## config.mk

```make
export PLATFORM = sky130hd
export DESIGN_NAME = vga_board_renderer
export DESIGN_NICKNAME = d
export VERILOG_FILES = /design/src/rtl/vga_board_renderer.sv
export SDC_FILE = /design/constraint.sdc
export NUM_CORES = 1
export LEC_CHECK = 0
export CAP_MARGIN = 10
export CORE_MARGIN = 2
export CORE_UTILIZATION = 57
export CTS_CLUSTER_DIAMETER = 40
export DETAILED_ROUTE_END_ITERATION = 6
export PLACE_DENSITY = 0.89
export RECOVER_POWER = 50
export SETUP_SLACK_MARGIN = 0.02
export SYNTH_ARGS = -nofsm -noshare
export SYNTH_HDL_FRONTEND = slang
export SYNTH_SLANG_ARGS = --single-unit
export TNS_END_PERCENT = 100
```

## constraint.sdc

```tcl
create_clock -name clk -period 12.65 [get_ports clk]
set_clock_uncertainty 0.1 [all_clocks]
set_input_delay 1.8975 -clock clk [delete_from_list [all_inputs] [get_ports clk]]
set_output_delay 1.8975 -clock clk [all_outputs]
set_load 0.005 [all_outputs]
```

## src/rtl/vga_board_renderer.sv

```systemverilog
// GRID_N x GRID_N board renderer: cell decode, sprite ROM addressing, cursor/win overlays, delayed syncs.
// Optional feature macro: CURSOR_BLINK_EN (cursor border blinks every BLINK_FRAMES frames when defined).
module vga_board_renderer #(
    parameter int GRID_N       = 3,
    parameter int CELL_W       = 213,
    parameter int CELL_H       = 160,
    parameter int LINE_W       = 3,
    parameter int ROM_LAT      = 1,
    parameter int ADDR_W       = 17,
    parameter int BLINK_FRAMES = 30,
    localparam int CELLS       = GRID_N * GRID_N,
    localparam int IDX_W       = $clog2(CELLS)
) (
    input  logic                 clk,
    input  logic                 reset,
    input  logic [9:0]           x,
    input  logic [9:0]           y,
    input  logic                 en,
    input  logic                 hsync_in,
    input  logic                 vsync_in,
    input  logic                 frame_start,
    input  logic [2*CELLS-1:0]   board,
    input  logic [IDX_W-1:0]     cursor_idx,
    input  logic [CELLS-1:0]     win_mask,
    output logic [ADDR_W-1:0]    rom_addr,
    input  logic [11:0]          rom_data,
    output logic [3:0]           red,
    output logic [3:0]           green,
    output logic [3:0]           blue,
    output logic                 hsync_out,
    output logic                 vsync_out
);

    typedef struct packed {
        logic en;
        logic hs;
        logic vs;
        logic border;
        logic occ;
        logic cur;
        logic win;
    } side_t;

    logic [2*CELLS-1:0] board_sh_q, board_sh_d;
    logic [IDX_W-1:0]   cursor_sh_q, cursor_sh_d;
    logic [CELLS-1:0]   win_sh_q, win_sh_d;

    logic [IDX_W-1:0]   cell_x, cell_y, idx;
    logic [9:0]         rel_x, rel_y;
    logic               on_board, is_o;
    logic [1:0]         piece;

    logic [ADDR_W-1:0]  rom_addr_p0_q, rom_addr_p0_d;
    side_t              side_q [ROM_LAT+1];
    side_t              side_d [ROM_LAT+1];
    side_t              side_out;

    logic [11:0]        rgb_q, rgb_d;
    logic               hs_q, hs_d, vs_q, vs_d;
    logic               blink_on;

    // Frame-synchronous shadows keep the picture stable within a frame.
    always_comb begin
        board_sh_d  = frame_start ? board      : board_sh_q;
        cursor_sh_d = frame_start ? cursor_idx : cursor_sh_q;
        win_sh_d    = frame_start ? win_mask   : win_sh_q;
    end

    // Stage 0: coordinate decode by compare chain, ROM address and overlay flags.
    always_comb begin
        cell_x = '0;
        rel_x  = x;
        cell_y = '0;
        rel_y  = y;
        for (int i = 1; i < GRID_N; i++) begin
            if (32'(x) >= 32'(i * CELL_W)) begin
                cell_x = IDX_W'(i);
                rel_x  = x - 10'(i * CELL_W);
            end
            if (32'(y) >= 32'(i * CELL_H)) begin
                cell_y = IDX_W'(i);
                rel_y  = y - 10'(i * CELL_H);
            end
        end
        on_board = (32'(x) < 32'(GRID_N * CELL_W)) && (32'(y) < 32'(GRID_N * CELL_H));
        idx      = IDX_W'(32'(cell_y) * 32'(GRID_N) + 32'(cell_x));
        piece    = board_sh_q[2*idx +: 2];
        is_o     = (piece == 2'b10);

        rom_addr_p0_d = ADDR_W'(32'(rel_y) * 32'(CELL_W) + 32'(rel_x)
                               + (is_o ? 32'(CELL_W * CELL_H) : 32'd0));

        side_d[0].en     = en && on_board;
        side_d[0].hs     = hsync_in;
        side_d[0].vs     = vsync_in;
        side_d[0].border = (32'(rel_x) < 32'(LINE_W)) || (32'(rel_x) >= 32'(CELL_W - LINE_W))
                        || (32'(rel_y) < 32'(LINE_W)) || (32'(rel_y) >= 32'(CELL_H - LINE_W));
        side_d[0].occ    = (piece == 2'b01) || (piece == 2'b10);
        side_d[0].cur    = (32'(cursor_sh_q) < 32'(CELLS)) && (cursor_sh_q == idx);
        side_d[0].win    = win_sh_q[idx];
        for (int i = 1; i <= ROM_LAT; i++) begin
            side_d[i] = side_q[i-1];
        end
    end

    assign side_out = side_q[ROM_LAT];

    // Output stage: flags aligned with rom_data, colour priority resolved here.
    always_comb begin
        rgb_d = 12'h000;
        hs_d  = side_out.hs;
        vs_d  = side_out.vs;
        if (!side_out.en) begin
            rgb_d = 12'h000;
        end else if (side_out.occ && (rom_data != 12'h000)) begin
            rgb_d = rom_data;
        end else if (side_out.border && side_out.cur && blink_on) begin
            rgb_d = 12'hF00;
        end else if (side_out.border) begin
            rgb_d = 12'h000;
        end else if (side_out.win) begin
            rgb_d = 12'hFF0;
        end else begin
            rgb_d = 12'hFFF;
        end
    end

`ifdef CURSOR_BLINK_EN
    localparam int CNT_W = (BLINK_FRAMES > 1) ? $clog2(BLINK_FRAMES) : 1;
    logic [CNT_W-1:0] cnt_q, cnt_d;
    logic             blink_q, blink_d;

    always_comb begin
        cnt_d   = cnt_q;
        blink_d = blink_q;
        if (frame_start) begin
            if (cnt_q == CNT_W'(BLINK_FRAMES - 1)) begin
                cnt_d   = '0;
                blink_d = ~blink_q;
            end else begin
                cnt_d = cnt_q + 1'b1;
            end
        end
    end

    always_ff @(posedge clk or negedge reset) begin
        if (!reset) begin
            cnt_q   <= '0;
            blink_q <= 1'b1;
        end else begin
            cnt_q   <= cnt_d;
            blink_q <= blink_d;
        end
    end

    assign blink_on = blink_q;
`else
    assign blink_on = 1'b1;
`endif

    always_ff @(posedge clk or negedge reset) begin
        if (!reset) begin
            board_sh_q    <= '0;
            cursor_sh_q   <= '0;
            win_sh_q      <= '0;
            rom_addr_p0_q <= '0;
            for (int i = 0; i <= ROM_LAT; i++) begin
                side_q[i] <= '0;
            end
            rgb_q <= '0;
            hs_q  <= 1'b0;
            vs_q  <= 1'b0;
        end else begin
            board_sh_q    <= board_sh_d;
            cursor_sh_q   <= cursor_sh_d;
            win_sh_q      <= win_sh_d;
            rom_addr_p0_q <= rom_addr_p0_d;
            for (int i = 0; i <= ROM_LAT; i++) begin
                side_q[i] <= side_d[i];
            end
            rgb_q <= rgb_d;
            hs_q  <= hs_d;
            vs_q  <= vs_d;
        end
    end

    assign rom_addr  = rom_addr_p0_q;
    assign red       = rgb_q[11:8];
    assign green     = rgb_q[7:4];
    assign blue      = rgb_q[3:0];
    assign hsync_out = hs_q;
    assign vsync_out = vs_q;

endmodule

```

==> metrics.md, run 1 <==
| Metric | Value |
|---|---|
| PD cells | `190.6 mW/mm2` |
| Vias in the first global route | `5068` |
| DR vias | `between 5000 and 6000` |
| First-pass GRT wire length | `25.01 mm` |
| Failing checks | `max-capacitance violations, max-slew violations` |
| Ys async rst share | `100.0%` |
| Post-synth EDFFs | `0` |
| HP Start | `hs_d` |
| Top-count cell post-synth | `ha_1` |
| Die area | `0.01200 mm2` |
| Inserted Clock Buffers | `9` |
| Setup tns final | `0 ns` |
| Worst Setup End Kind | `flop` |
| CP Launch Type | `input pin` |
| Run status | `finished with violations` |
| Routed WL | `15.72 mm` |
| Sequential fraction of the synthesis area | `29.95%` |
| Final setup fails | `0` |
| RSZ-0062 raised after global routing | `false` |
| Largest net degree at the start of global routing | `77` |
| Core area | `0.01084 mm2` |
| Routability cong. | `0.9386` |
| Worst-skew pair later-pin latency | `0.37 ns` |
| Clock Tree Buf Depth | `2` |
| Yosys reg bits | `76` |
| Mapped Nets | `822` |
| CP most frequent cell | `ha_1` |
| Overall routing resource usage | `27.29%` |
| Die Height | `109.5 um` |
| Max-cap violations | `2` |
| Post-synth top area share | `29.95%` |
| Fin nets | `913` |
| Htree depth | `3` |
| Most used DFF post-synth | `dfrtp_1` |
| Yosys top cell by area | `dfrtp_1` |
| Period Utilization, post-route | `about three quarters` |
| Lkg Pwr | `0.003542 uW` |
| HPWL after detailed placement | `12.45 mm` |
| Post-cts resize count | `0` |
| Synth warn | `0` |
| Synth unique cells | `71` |
| DR iter-0 viols | `380` |
| Num ports | `100` |
| HP Class | `flop to flop` |
| Mapped cell area | `0.006350 mm2` |
| Avg Synthesized Cell Area | `a little over 10 um2` |
| CTS sink cnt | `76` |
| Post-layout min period | `9.470 ns` |
| Remaining Overflow, GRT | `0` |
| Critical Path RT | `12.83 ns` |
| Die width | `109.5 um` |
| Final Hold Viols | `0` |
| DRT Pass-1 Iters | `5` |
| Starting Density | `58.58%` |
| Reg2reg start | `board_sh_q[12]` |
| Critical Path Fanout Max | `15` |
| Avg WL per Cell | `roughly 18 um` |
| Hold-fix buffers, CTS | `0` |
| Crit path DAT | `9.65 ns` |
| Critical path origin | `x[0]` |
| Share of layout cells above drive strength 1 | `8.056%` |
| Site Rows | `38` |
| IO Port Bufs | `~100` |
| Mapped Cells | `around 620` |
| Measured slew at the worst slew-check pin | `3.902 ns` |
| Worst slew margin | `-160.2%` |
| Largest cells by area after synthesis | `dfrtp_1 30%, ha_1 19%, fa_1 10%` |
| Layout Cell Area excl Fill | `0.007619 mm2` |
| Vias per cell | `~5.8` |
| Post-CTS setup buffer count | `0` |
| CP Class | `input pin to flop` |
| CP max stage cell | `clkdlybuf4s50_1` |
| CP peak stage delay | `between 0.5 and 0.6 ns` |
| Max Freq | `105.6 MHz` |
| Peak supply drop | `237.3 uV` |
| Post-route DRC | `0` |
| CTS tree | `built` |
| CTS root buf | `clkbuf_8` |
| Area Overhead vs Synth | `19.98%` |
| Final ANT Viol Nets | `0` |
| Top post-synthesis cells by count | `97 x ha_1, 94 x inv_1, 76 x dfrtp_1` |
| Dpl cell area | `0.007403 mm2` |
| N_diodes | `0` |
| Clock Pin Slew Worst Setup and Hold Paths | `~0.080 ns` |
| Initial antenna violation count | `0` |
| Pins Over Slew Limit | `110` |
-- cell type report --
class,count,area (um2)
Clock buffer,9,123.9
Clock inverter,7,98.84
Fill cell,829,3222
Inverter,96,362.8
Multi-Input combinational cell,432,3968
Sequential cell,76,1902
Tap cell,140,175.2
Timing Repair Buffer,100,988.4
-- sequential cells by signal (all words and copies together) (netlist names) --
signal / count
rgb_q: 12
side_d: 7
cursor_sh_q: 4
vsync_out: 1
vs_d: 1
rom_addr: 17
side_out: 5
hsync_out: 1
board_sh_q: 18
win_sh_q: 9
hs_d: 1
-- path summary, 6_finish.rpt --
check | endpoint | cells past startpoint | slack, ns
max in group asynchronous | win_sh_q[4] | 1 | 7.48
worst max-delay path | rom_addr[14] | 29 | 3.18
worst min register to register | hsync_out | 0 | 0.25
worst min-delay path | hsync_out | 0 | 0.25
worst max register to register | rom_addr[14] | 18 | 7.51
min in group asynchronous | rom_addr[9] | 1 | 2.78
-- cells in the final DEF, fill, tap and decap left out, types with 3 or more instances in the layout --
cell type and n:
ha_1 97, clkdlybuf4s50_1 95, inv_1 94, dfrtp_1 76, a21oi_1 33, nand2_1 32
fa_1 32, mux2_2 30, nor2_1 23, xnor2_1 21, o21ai_0 15, nand3_1 11
nor3_1 11, nor2b_1 9, o21a_1 9, clkbuf_8 9, and2_1 8, o211ai_1 6
nor4_1 6, a32o_1 6, a31oi_1 5, a211o_1 5, a311o_1 5, nand4_1 4
or3_1 4, o22ai_1 4, mux2i_1 3, o221ai_1 3, a211oi_1 3, o31a_1 3
o31ai_1 3, dlygate4sd3_1 3
-- worst max-delay path: cells and delay by family --
kind,cells,cell delay (ns)
buffers and inverters,5,0.89
and+or+nand+nor,8,1.94
xor gates and xnor gates,1,0.14
adders and majority gates,9,3.33
AOI/OAI and AO/OA,6,1.46
-- routing by layer --
metal	vias to the layer above	share of wire, %	GRT usage [%]
li1	2346	-	-
met1	2443	42	36.63
met4	0	2.1	8.861
met3	25	7.0	4.268
met5	-	0	0
met2	209	48	45.33
-- where the power goes --
group	leakage (uW)	switching, uW	internal [uW]	total, uW
sequential	0.000917	23.6	301	325
combinational	0.00251	488	429	917
clock	0.000110	97.8	112	210
-- cell families after synthesis --
logic type | after synthesis | share of synthesized area (%)
xor+xnor | 23 | 3.291
fa+ha+maj | 129 | 29.20
mux | 33 | 5.793
simple gates | 124 | 10.23
compound gates | 123 | 13.97
buf+inv | 116 | 7.566
flops | 76 | 29.95
-- metrics by stage --
stage               utilization (%)  hold slack (ns)  power [uW]  instances  worst slack (ns)
floorplan                         -           0.2312       961.5        624             4.480
global placement              68.29           0.2315        1171        844             3.332
detailed placement            68.29           0.2363        1222        844             2.901
CTS                           70.35           0.2547        1451        860             3.240
global route                  70.28           0.2632        1571        860             2.675
finish                        70.28           0.2519        1452        860             3.180
No activity file was read; power rests on OpenSTA's default activity.
==> inputs of run 2 (changes only) <==
--- a/config.mk
+++ b/config.mk
@@ -7,10 +7,10 @@
 export LEC_CHECK = 0
 export CAP_MARGIN = 10
 export CORE_MARGIN = 2
-export CORE_UTILIZATION = 57
+export CORE_UTILIZATION = 50
 export CTS_CLUSTER_DIAMETER = 40
 export DETAILED_ROUTE_END_ITERATION = 6
-export PLACE_DENSITY = 0.89
+export PLACE_DENSITY = 0.83
 export RECOVER_POWER = 50
 export SETUP_SLACK_MARGIN = 0.02
 export SYNTH_ARGS = -nofsm -noshare
==> constraint.sdc (replaced) <==
create_clock -name clk -period 7.8 [get_ports clk]
set_clock_uncertainty 0.1 [all_clocks]
set_input_delay 1.17 -clock clk [delete_from_list [all_inputs] [get_ports clk]]
set_output_delay 1.17 -clock clk [all_outputs]
set_load 0.005 [all_outputs]
==> run 2 against run 1 <==
The flow still finishes with violations (max-capacitance violations, max-slew violations); die area is 13% higher; hold slack worse by 0.0058 ns; clock power is 93% higher; critical path type unchanged.
==> metrics.md, run 2 (same netlist as run 1, synthesis figures left out) <==
| Metric | Value |
|---|---|
| Critical Path Fanout Max | `3 (-12)` |
| Worst Setup End Kind | `flop` |
| Clock Tree Buf Depth | `2 (unchanged)` |
| CTS root buf | `clkbuf_16` |
| HP Class | `flop to flop` |
| Final ANT Viol Nets | `0 (unchanged)` |
| Clock power frac | `16.0% (+1.5 points)` |
| Final core occ | `65.24% (-5.0 points)` |
| Worst-skew pair later-pin latency | `0.34 ns (-0.03 ns)` |
| Top reg by flops | `board_sh_q` |
| Peak supply drop | `261.1 uV (+10%)` |
| Reg2reg start | `board_sh_q[12]` |
| Placed Cells | `925 (+9.6%)` |
| Reg2Reg Depth | `17 (-1)` |
| Setup tns final | `0 ns (unchanged)` |
| Site Rows | `41 (+7.9%)` |
| Run status | `finished with violations` |
| Commonest non-fill, non-tap cell in the layout | `ha_1` |
| CTS sink cnt | `76 (unchanged)` |
| Routed WL | `15.93 mm (+1.4%)` |
| Vias per cell | `5.513 (-5.6%)` |
| Buffers & Inverters on Critical Path | `6 (+1)` |
| Initial antenna violation count | `0 (unchanged)` |
| Routability cong. | `0.8966 (-4.5%)` |
| Core area | `0.01252 mm2 (+15%)` |
| Worst slew margin | `-166.0% (-5.8 points)` |
| Hold-fix buffers, CTS | `0 (unchanged)` |
| CP Launch Type | `input pin` |
| Critical path origin | `y[4]` |
| Overall routing resource usage | `24.16% (-3.1 points)` |
| Sequential share of power | `20.7% (-1.7 points)` |
| CP max stage cell | `fa_1` |
| Largest net degree at the start of global routing | `77 (unchanged)` |
| CP Class | `input pin to flop` |
| Num ports | `100 (unchanged)` |
| Avg WL per Cell | `16.89 um (-7.6%)` |
| Kind of cell adding the most delay to the critical path | `adder cells` |
| Pins Over Slew Limit | `110 (unchanged)` |
| Most frequent cells in the layout | `95 x ha_1, 94 x inv_1, 93 x clkdlybuf4s50_1` |
| IO Port Bufs | `99 (unchanged)` |
| Die Height | `116.7 um (+6.5%)` |
| PD cells | `310.1 mW/mm2 (+63%)` |
| N_diodes | `0 (unchanged)` |
| Htree depth | `3 (unchanged)` |
| Die width | `116.7 um (+6.5%)` |
| Final setup fails | `0 (unchanged)` |
| DRT Pass-1 Iters | `6 (+1)` |
| DR vias | `5199 (+3.5%)` |
| Post-route DRC | `0 (unchanged)` |
| Remaining Overflow, GRT | `0 (unchanged)` |
| Lkg Pwr | `0.003851 uW (+8.7%)` |
| CP most frequent cell | `inv_1` |
| Net load switching power | `1024 uW (+68%)` |
| First-pass GRT wire length | `25.49 mm (+1.9%)` |
| CP peak stage delay | `0.53 ns (-0.06 ns)` |
| Final Hold Viols | `0 (unchanged)` |
| Measured slew at the worst slew-check pin | `3.989 ns (+0.08715 ns)` |
| Crit path depth | `29 (unchanged)` |
| Share of layout cells above drive strength 1 | `15.56% (+7.5 points)` |
| Inserted Clock Buffers | `9 (unchanged)` |
| Hold Crit Depth | `0 (unchanged)` |
| CTS tree | `built` |
| Fin cells | `943 (+9.7%)` |
| Min Hold Slack | `0.2461 ns (-0.005805 ns)` |
| Comb pwr share | `63.3% (about the same)` |
| Clock Pin Slew Worst Setup and Hold Paths | `0.07 ns (about the same)` |
| Starting Density | `50.73% (-7.8 points)` |
| Vias in the first global route | `5329 (+5.1%)` |
| Post-layout min period | `between 7 and 8 ns` |
| Fin nets | `964 (+5.6%)` |
| Failing checks | `max-capacitance violations, max-slew violations` |
| Max Freq | `132.9 MHz` |
| Crit path DAT | `7.69 ns (-1.96 ns)` |
| HPWL after detailed placement | `12.74 mm (+2.3%)` |
| DR iter-0 viols | `360 (-5.3%)` |
| Max-cap violations | `2 (unchanged)` |
| Period Utilization, post-route | `between 90% and 100%` |
| Die area | `0.01362 mm2 (+13%)` |
| Critical Path RT | `7.96 ns (-4.87 ns)` |
| Max reg flops | `18 (unchanged)` |
| Internal power | `1509 uW (+79%)` |
| Overall power | `2532 uW (+74%)` |
| Sw Ratio | `40.42% (-1.5 points)` |
| Area Overhead vs Synth | `28.61%` |
| HP Start | `side_d[6]` |
-- run 2: metal layers --
layer	vias to the layer above	global-route usage (%)	wire length [um]
li1	2451	-	-
met1	2516	31.55	6776
met3	35	4.100	938
met5	-	0	0
met4	0	8.157	356
met2	197	40.85	7859
-- run 2: power by group through the flow --
stage          combinational (uW)  clock (uW)  sequential, uW
6_report                     1600         406             524
3_3_place_gp                 1440           0             528
5_1_grt                      1800         431             532
3_5_place_dp                 1510           0             531
4_1_cts                      1550         413             524
2_1_floorplan                1030           0             525
-- run 2: cell type report --
cell class / count / area, um2
inverter: 96 / 362.8
timing repair buffer: 151 / 1376
tap: 172 / 215.2
clock inverter: 7 / 67.56
fill: 971 / 4350
sequential: 76 / 1902
multi-input combinational: 432 / 4018
clock buffer: 9 / 225.2
-- run 2: worst paths after layout --
path | endpoint | slack (ns)
worst max-delay path | rom_addr[14] | 0.28
worst min-delay path | side_out[6] | 0.25
worst max register to register | rom_addr[14] | 3.12
worst min register to register | side_out[6] | 0.25
max in group asynchronous | board_sh_q[5] | 3.24
min in group asynchronous | rom_addr[10] | 2.10
-- run 2: what timing repair did --
item,4_1_cts,5_1_grt
pin swaps,0,7
buffers inserted,0,2
endpoints found under the hold margin,0,0
gates resized for setup,2,15
endpoints found under the setup margin,2,5
-- run 2: metrics by stage --
step | worst slack [ns] | cell area (um2)
4_1_cts | 0.02315 | 8114
3_5_place_dp | -0.3849 | 7811
5_1_grt | -0.0009930 | 8167
6_report | 0.2765 | 8167
3_3_place_gp | -0.03084 | 7811
2_1_floorplan | 0.3575 | 6350
==> inputs of run 3 (changes only) <==
--- a/config.mk
+++ b/config.mk
@@ -7,12 +7,13 @@
 export LEC_CHECK = 0
 export CAP_MARGIN = 10
 export CORE_MARGIN = 2
-export CORE_UTILIZATION = 50
+export CORE_UTILIZATION = 57
 export CTS_CLUSTER_DIAMETER = 40
 export DETAILED_ROUTE_END_ITERATION = 6
-export PLACE_DENSITY = 0.83
+export PLACE_DENSITY = 0.89
 export RECOVER_POWER = 50
 export SETUP_SLACK_MARGIN = 0.02
+export SKIP_LAST_GASP = 1
 export SYNTH_ARGS = -nofsm -noshare
 export SYNTH_HDL_FRONTEND = slang
 export SYNTH_SLANG_ARGS = --single-unit
==> constraint.sdc (replaced) <==
create_clock -name clk -period 9.1 [get_ports clk]
set_clock_uncertainty 0.1 [all_clocks]
set_input_delay 0.91 -clock clk [delete_from_list [all_inputs] [get_ports clk]]
set_output_delay 0.91 -clock clk [all_outputs]
set_load 0.005 [all_outputs]
==> run 3 against run 2 <==
The run still ends with max-capacitance violations, max-slew violations left; setup slack improved by 0.73 ns; power decreased by 22%; sequential share of layout area increased by 1.7 points; critical path type unchanged; core utilization increased by 5.1 points; clock power decreased by 29%; flip-flop and latch count unchanged; critical endpoint unchanged; highest routed layer unchanged; via count decreased by 1.6%; hold slack improved by 0.010 ns; combinational power decreased by 23%; critical path depth unchanged.
==> metrics.md, run 3 (same netlist as run 1, synthesis figures left out) <==
| Metric | Value |
|---|---|
| Area Overhead vs Synth | `20.10%` |
| Final worst setup slack | `1.009 ns (+0.7323 ns)` |
| Site Rows | `38 (-7.3%)` |
| Pins Over Slew Limit | `110 (unchanged)` |
| Setup tns final | `0 ns (unchanged)` |
| CP Class | `input pin to flop` |
| Measured slew at the worst slew-check pin | `3.864 ns (-0.1258 ns)` |
| Final ANT Viol Nets | `0 (unchanged)` |
| Initial antenna violation count | `0 (unchanged)` |
| Max Freq | `123.6 MHz` |
| Starting Density | `58.58% (+7.8 points)` |
| CP Launch Type | `input pin` |
| Overall routing resource usage | `26.91% (+2.8 points)` |
| Avg WL per Cell | `17.92 um (+6.1%)` |
| Htree depth | `3 (unchanged)` |
| Post-Place Worst Slack | `0.7065 ns (+1.091 ns)` |
| Critical Path RT | `9.28 ns (+1.32 ns)` |
| DR vias | `5116 (-1.6%)` |
| Fin nets | `914 (-5.2%)` |
| Worst-skew pair later-pin latency | `0.36 ns (+0.02 ns)` |
| Final setup fails | `0 (unchanged)` |
| HP Start | `vs_d` |
| Routability cong. | `0.9781 (+9.1%)` |
| HP Class | `flop to flop` |
| CTS root buf | `clkbuf_8` |
| DRT Pass-1 Iters | `5 (-1)` |
| Min Hold Slack | `0.2564 ns (+0.01030 ns)` |
| Most frequent cells in the layout | `97 x ha_1, 95 x clkdlybuf4s50_1, 94 x inv_1` |
| Commonest non-fill, non-tap cell in the layout | `ha_1` |
| Crit path DAT | `8.27 ns (+0.58 ns)` |
| DR iter-0 viols | `546 (+52%)` |
| Vias per cell | `5.942 (+7.8%)` |
| Fillers | `805 (-17%)` |
| Core area | `0.01084 mm2 (-13%)` |
| CP max stage cell | `clkdlybuf4s50_1` |
| Hold-fix buffers, CTS | `0 (unchanged)` |
| N_diodes | `0 (unchanged)` |
| Run status | `finished with violations` |
| Worst slew margin | `-157.6% (+8.4 points)` |
| Period Utilization, post-route | `about 89%` |
| Peak supply drop | `286.9 uV (+9.9%)` |
| Failing checks | `max-capacitance violations, max-slew violations` |
| First-pass GRT wire length | `24.89 mm (-2.4%)` |
| Share of layout cells above drive strength 1 | `8.183% (-7.4 points)` |
| Die width | `109.5 um (-6.1%)` |
| Clock Tree Buf Depth | `2 (unchanged)` |
| IO Port Bufs | `99 (unchanged)` |
| Critical path origin | `y[1]` |
| Routed WL | `15.43 mm (-3.2%)` |
| Max-cap violations | `2 (unchanged)` |
| Remaining Overflow, GRT | `0 (unchanged)` |
| Post-route DRC | `0 (unchanged)` |
| Largest net degree at the start of global routing | `77 (unchanged)` |
| Die area | `0.01200 mm2 (-12%)` |
| Num ports | `100 (unchanged)` |
| CTS tree | `built` |
| Critical Path Fanout Max | `10 (+7)` |
| CTS sink cnt | `76 (unchanged)` |
| Inserted Clock Buffers | `9 (unchanged)` |
| CP peak stage delay | `0.63 ns (+0.10 ns)` |
| Die Height | `109.5 um (-6.1%)` |
| RSZ-0062 raised after global routing | `false` |
| Vias in the first global route | `5058 (-5.1%)` |
| Worst Setup End Kind | `flop` |
| HPWL after detailed placement | `12.15 mm (-4.6%)` |
| Post-layout min period | `8.091 ns` |
| Clock Pin Slew Worst Setup and Hold Paths | `0.08 ns (about the same)` |
| Reg2reg start | `board_sh_q[12]` |
| Final Hold Viols | `0 (unchanged)` |
| Final core occ | `70.35% (+5.1 points)` |
| PD cells | `260.3 mW/mm2 (-16%)` |
| Lkg Pwr | `0.003546 uW (-7.9%)` |
| Top reg by flops | `board_sh_q` |
| CP most frequent cell | `ha_1` |
| Post-CTS setup buffer count | `0 (unchanged)` |
| Post-cts resize count | `0 (-2)` |
| Max reg flops | `18 (unchanged)` |
| Overall power | `1985 uW (-22%)` |
-- run 3: cell types whose count changed in the layout (fill, tap and decap cells not counted), sizes merged --
| cell | previous run | this run |
|---|---|---|
| buf | 51 | 1 |
| bufinv | 0 | 2 |
| clkdlybuf4s50 | 93 | 95 |
| dlymetal6s2s | 2 | 0 |
| inv | 98 | 96 |
-- run 3: worst paths after layout --
check	end	slack, ns	cells after the start
worst max-delay path	rom_addr[14]	1.01	29
worst min-delay path	vsync_out	0.26	0
worst max register to register	rom_addr[14]	4.16	18
worst min register to register	vsync_out	0.26	0
max in group asynchronous	win_sh_q[5]	4.95	1
min in group asynchronous	hsync_out	1.79	1
-- run 3: critical path: cells and delay by family --
family | cells | cell delay (ns)
fa+ha+maj | 9 | 3.22
xor+xnor | 1 | 0.14
compound gates | 6 | 1.40
simple gates | 8 | 1.69
buf+inv | 5 | 0.91
-- run 3: report_power, final --
part           internal [uW]  total (uW)  switching (uW)
Clock                    156         290             134
Sequential               419         452            32.9
Combinational            595        1240             648
Total                   1170        1980             815
-- run 3: layout make-up --
class / count / area (um2) / area share (%)
Timing Repair Buffer: 101 / 996.0 / 13.06
Inverter: 96 / 362.8 / 4.758
Tap cell: 140 / 175.2 / 2.297
Clock buffer: 9 / 123.9 / 1.624
Clock inverter: 7 / 98.84 / 1.296
Sequential cell: 76 / 1902 / 24.94
Multi-Input combinational cell: 432 / 3968 / 52.03
-- run 3: routing by layer --
| metal | share of wire, % | GRT usage [%] | vias up |
|---|---|---|---|
| met5 | 0 | 0 | - |
| met4 | 1.5 | 7.052 | 0 |
| met3 | 8.2 | 5.453 | 18 |
| met2 | 49 | 44.84 | 247 |
| met1 | 42 | 35.96 | 2505 |
| li1 | - | - | 2346 |
-- run 3: per-stage QoR --
step | instances | area [um2]
detailed placement | 845 | 7411
floorplan | 624 | 6350
global route | 861 | 7626
global placement | 845 | 7411
finish | 861 | 7626
CTS | 861 | 7634
